[src/rtl/mul8_seq_pkg.sv]
// Shared types and constants for the 8x8 sequential multiplier.
// FSM encodings and the final iteration index.
package mul8_seq_pkg;

  typedef enum logic [1:0] {
    S_IDLE = 2'd0,
    S_RUN  = 2'd1,
    S_DONE = 2'd2
  } state_t;

  localparam logic [2:0] MUL8_ITER = 3'd7;

endpackage

[src/rtl/add8.sv]
// 8-bit ripple-carry adder; Overflow is the unsigned carry out.
// Combinational, one full-adder cell per bit.
module add8 (
  input  logic [7:0] A,
  input  logic [7:0] B,
  input  logic       C0,
  output logic [7:0] SUM,
  output logic       Overflow
);

  logic [8:0] w_c;

  assign w_c[0] = C0;

  for (genvar g = 0; g < 8; g++) begin : g_fa
    assign SUM[g]   = A[g] ^ B[g] ^ w_c[g];
    assign w_c[g+1] = (A[g] & B[g]) |
                      (w_c[g] & (A[g] ^ B[g]));
  end

  assign Overflow = w_c[8];

endmodule

[src/rtl/mul8_seq.sv]
// Unsigned 8x8 shift-and-add multiplier, one add8 pass per cycle.
// Start/busy/done handshake, 8 iterations per product.
module mul8_seq
  import mul8_seq_pkg::*;
(
  input  logic        clk,
  input  logic        rst_n,
  input  logic        start,
  input  logic [7:0]  a_in,
  input  logic [7:0]  b_in,
  output logic        busy,
  output logic        done,
  output logic [15:0] product
);

  state_t      r_state;
  state_t      w_state_nxt;
  logic [7:0]  r_mcand;
  logic [7:0]  w_mcand_nxt;
  logic [15:0] r_p;
  logic [15:0] w_p_nxt;
  logic [2:0]  r_cnt;
  logic [2:0]  w_cnt_nxt;
  logic [15:0] r_product;
  logic [15:0] w_product_nxt;

  logic [7:0]  w_b;
  logic [7:0]  w_sum;
  logic        w_cout;
  logic [15:0] w_p_step;

  assign w_b = r_p[0] ? r_mcand : 8'h00;

  add8 u_add8 (
    .A        (r_p[15:8]),
    .B        (w_b),
    .C0       (1'b0),
    .SUM      (w_sum),
    .Overflow (w_cout)
  );

  // carry lands in bit 15 as the pair shifts right
  assign w_p_step = {w_cout, w_sum, r_p[7:1]};

  always_comb begin
    w_state_nxt   = r_state;
    w_mcand_nxt   = r_mcand;
    w_p_nxt       = r_p;
    w_cnt_nxt     = r_cnt;
    w_product_nxt = r_product;
    case (r_state)
      S_IDLE: begin
        if (start) begin
          w_mcand_nxt = a_in;
          w_p_nxt     = {8'h00, b_in};
          w_cnt_nxt   = 3'd0;
          w_state_nxt = S_RUN;
        end
      end
      S_RUN: begin
        w_p_nxt   = w_p_step;
        w_cnt_nxt = r_cnt + 3'd1;
        if (r_cnt == MUL8_ITER) begin
          w_product_nxt = w_p_step;
          w_state_nxt   = S_DONE;
        end
      end
      S_DONE: w_state_nxt = S_IDLE;
      default: w_state_nxt = S_IDLE;
    endcase
  end

  always_ff @(posedge clk or negedge rst_n) begin
    if (!rst_n) begin
      r_state   <= S_IDLE;
      r_mcand   <= 8'h00;
      r_p       <= 16'h0000;
      r_cnt     <= 3'd0;
      r_product <= 16'h0000;
    end else begin
      r_state   <= w_state_nxt;
      r_mcand   <= w_mcand_nxt;
      r_p       <= w_p_nxt;
      r_cnt     <= w_cnt_nxt;
      r_product <= w_product_nxt;
    end
  end

  assign busy    = (r_state != S_IDLE);
  assign done    = (r_state == S_DONE);
  assign product = r_product;

endmodule

[config.mk]
export PLATFORM = sky130hd
export DESIGN_NAME = mul8_seq
export DESIGN_NICKNAME = d
export VERILOG_FILES = /design/src/rtl/mul8_seq_pkg.sv /design/src/rtl/add8.sv /design/src/rtl/mul8_seq.sv
export SDC_FILE = /design/constraint.sdc
export NUM_CORES = 1
export LEC_CHECK = 0
export ABC_AREA = 0
export CELL_PAD_IN_SITES_DETAIL_PLACEMENT = 0
export CELL_PAD_IN_SITES_GLOBAL_PLACEMENT = 1
export CORE_MARGIN = 5
export CORE_UTILIZATION = 25
export CTS_CLUSTER_DIAMETER = 40
export DETAILED_ROUTE_END_ITERATION = 6
export PLACE_DENSITY_LB_ADDON = 0.2
export SYNTH_ARGS = -nofsm -noshare
export SYNTH_HDL_FRONTEND = slang
export SYNTH_SLANG_ARGS = --single-unit
[constraint.sdc]
create_clock -name clk -period 6.28 [get_ports clk]
set_clock_uncertainty 0.15 [all_clocks]
set_input_delay 1.256 -clock clk [delete_from_list [all_inputs] [get_ports clk]]
set_output_delay 1.256 -clock clk [all_outputs]
set_load 0.03 [all_outputs]
==> metrics list <==
- Crit. path cell count: 11
- The path class of the tightest hold or removal check is reg2reg.
- Endpoints failing hold: 0
* CTS tree: done
- Worst slack at placement: 2.267 ns
- Share of the clock period used by the worst path after layout: 63.42%
- The number of setup buffers added after CTS is 0.
* Final HPWL DP: 2.999 mm
* Peak clock frequency supported by timing: 251.1 MHz
* Leakage component of the power: 1.096 nW
- The region available for standard cell placement spans 0.008134 mm².
- The average instance in the mapped netlist occupies 12.14 µm².
- Compared with the post-synthesis result, the final layout area differs by 24.55%.
- Resize count post-CTS: 0
* Post-synthesis async set-or-reset flop share: 100.0%
* Setup Total Neg Slack: 0 ns
- Entering global routing, the biggest net connects 46 pins.
- Pwr Density: 539.0 mW/mm²
* Clk slew on worst S/H paths: 0.08 ns
* Transition time at the pin with the least slew margin: 1.016 ns
- Initial core utilization: 25.38%
- Post-place instance area: 0.002485 mm²
- Cells with a size suffix above 1 make up 13.24% of the layout.
- Outcome: finished, final reports clean
- Counting distinct cell types in the post-synthesis netlist gives 25.
- Antenna Cells: 0
- Setup violations remaining at the end of the flow were counted as 0.
- Data arrival at the endpoint of the critical path: 3.99 ns
* Iteration count of the initial detailed-routing pass: 4
- Launch point of the worst path: r_p[0]
- Die ar.: 0.01018 mm²
- From bottom edge to top edge, the die measures 100.9 µm.
- Row count: 33
- In the synthesized netlist, the cells that appear most often are dfrtp_1 (45), nand2_1 (24), o22ai_1 (14), inv_1 (12), o21ai_0 (12).
- Startpoint types: register
* Worst skew pair latency: 0.29 ns
- The largest individual stage delay along the critical path comes from the cell fa_1.
* Number of DRC violations after detailed-routing iteration 0: 30
* CTS Buffer Depth: 2
* Synthesized instance count: 170
- Global route overflow: 0
* Final design area excluding fillers: 0.002571 mm²
- The count of nets left with antenna violations once routing finished came out at 0.
- Number of cells on the worst reg-to-reg path: 11
* Number of flops mapped to enable cells by yosys: 0
* Die extent in x: 100.9 µm
- Number of nets in the synthesized netlist: 199
- In the routed design, unresolved DRC markers number 0.
* Final Wtd Congestion: 0.6773
- Number of max-slew violations in the final report: 0
* Most area-consuming cells after synthesis: dfrtp_1 (55%), mux2_4 (8.0%), fa_1 (6.8%)
- Antenna violations before repair: 0
* Via count of the first global-routing pass: 1296
- Across every metal layer, demand over resource in global routing totals 8.917%.
* H-tree level count: 2
- The worst hold path was traced through 2 stages.
* Number of hold buffers added after cts: 0
* Bufs and invs on worst path: 1
* Number of buffers inserted by port buffering: 36
- Worst hold-check slack: 0.3284 ns
- Wire length of the first global-routing pass: 6.969 mm
* Per-cell routed wire length: 13.40 µm
- Vias after detailed routing: 1303
- After synthesis, the largest area contributor takes up 54.55% of total cell area.
- By instance count, the leading cell after synthesis is dfrtp_1.
- Synth warnings: 0
- Time the worst path needs with I/O delays and setup: 3.983 ns
* Worst setup EP type: register
- Biggest cell delay along the critical path: 0.50 ns
- Crit-path most repeated cell: fa_1
- For flop-to-flop paths, the worst setup slack is 2.30 ns.
- Number of maximum-capacitance violations: 0
* TritonCTS buffer count: 5
* Worst IR Drop VDD: 0.00009105 V
- The worst register-to-register path begins at r_p[0].
- Family of cells with the greatest summed delay on the critical path: adder cells
* Combined area of all synthesized cells: 0.002064 mm²
- Start point of the worst hold path: product[8]
* Via/cell ratio: 4.217
- After layout, the worst setup slack is 2.297 ns.
* RSZ-0062 raised after global routing: false
* Leading area contributor after synthesis: dfrtp_1
- Of the synthesized area, sequential elements account for 54.55%.
- The critical path goes through and2_1 -> ha_1 -> inv_1 -> fa_1 -> fa_1 -> fa_1 -> fa_1 -> fa_1 -> fa_1 -> fa_1 -> o21ai_0.
- Required arrival time at the worst endpoint: 6.28 ns
- Counting every sink on the clock net gives 45.
- Primary flip-flop cell chosen by synthesis mapping: dfrtp_1
* CTS Root Cell: clkbuf_8
* Total routed wirelength: 4.142 mm
- Nets@finish: 233
- Pin placement for this block handled 37 I/O pins.
- In this run the worst path has a maximum fanout of 9.
- FF+latch count, synth: 45
* Worst slew slack as a fraction of its limit: 32.29%
- Kind of critical path: reg2reg
==> where the power goes <==
part / leakage (nW) / total, mW / switching, mW / internal, mW
registers: 0.529 / 0.533 / 0.0983 / 0.435
clock network: 0.0443 / 0.180 / 0.0930 / 0.0874
logic: 0.523 / 0.672 / 0.350 / 0.322
total: 1.10 / 1.39 / 0.542 / 0.844
==> registers in the layout, summed over array words and instances, names as in the netlist <==
| signal | flops |
|---|---|
| product | 16 |
| r_cnt | 3 |
| r_mcand | 8 |
| r_p | 16 |
| r_state | 2 |
==> through the flow <==
stage / util, % / std cells / total power, mW
global placement: 30.55 / 302 / 1.224
CTS: 31.61 / 309 / 1.416
floorplan: - / 170 / 1.009
global route: 31.61 / 309 / 1.507
detailed placement: 30.55 / 302 / 1.234
finish: 31.61 / 309 / 1.386
==> final cells by class <==
class / instances / area (µm²)
tap: 105 / 131.4
sequential: 45 / 1126
timing repair buffer: 36 / 355.3
clock buffer: 7 / 86.33
fill: 831 / 5563
inverter: 13 / 48.80
multi-input combinational: 103 / 823.3
==> cells by family (layout without fill, tap and decap cells) <==
kind of cell	Yosys count	after routing	synth area share (%)
flip-flops	45	45	54.55
AO/OA/AOI/OAI	43	43	11.94
AND/OR/NAND/NOR	33	33	8.061
buffers and inverters	22	56	5.575
multiplexers	17	17	11.27
adder cells (fa/ha/maj)	10	10	8.606
==> worst register-to-register path, delay by kind of cell (launching register included) <==
kind                     cells  cell delay [ns]
flip-flops                   1             0.47
adder cells (fa/ha/maj)      8             2.93
AO/OA/AOI/OAI                1             0.08
AND/OR/NAND/NOR              1             0.17
buffers and inverters        1             0.05
==> routing by layer <==
metal | GRT usage, % | part of all wire, % | vias up
met5 | 0 | 0 | -
met4 | 3.420 | 1.8 | 0
met3 | 2.215 | 3.0 | 5
met2 | 13.06 | 46 | 17
met1 | 12.62 | 49 | 636
li1 | - | - | 645
==> path summary, 6_finish.rpt <==
path / endpoint
hold / removal: product[8]
hold reg to reg: product[8]
setup / recovery: r_p[14]
max in group asynchronous: product[14]
min in group asynchronous: product[15]
setup reg to reg: r_p[14]
==> layout by cell type, fill, tap and decap left out, drive strengths merged <==
cell	instances
a21oi	8
a22o	2
and2	1
buf	1
clkbuf	7
clkdlybuf4s50	35
dfrtp	45
fa	7
ha	3
inv	13
mux2	17
nand2	24
nand2b	2
nand3b	1
nor2	4
o21ai	17
o21bai	1
o22ai	14
o32ai	1
or2	1
Power figures use the tool's default switching activity.
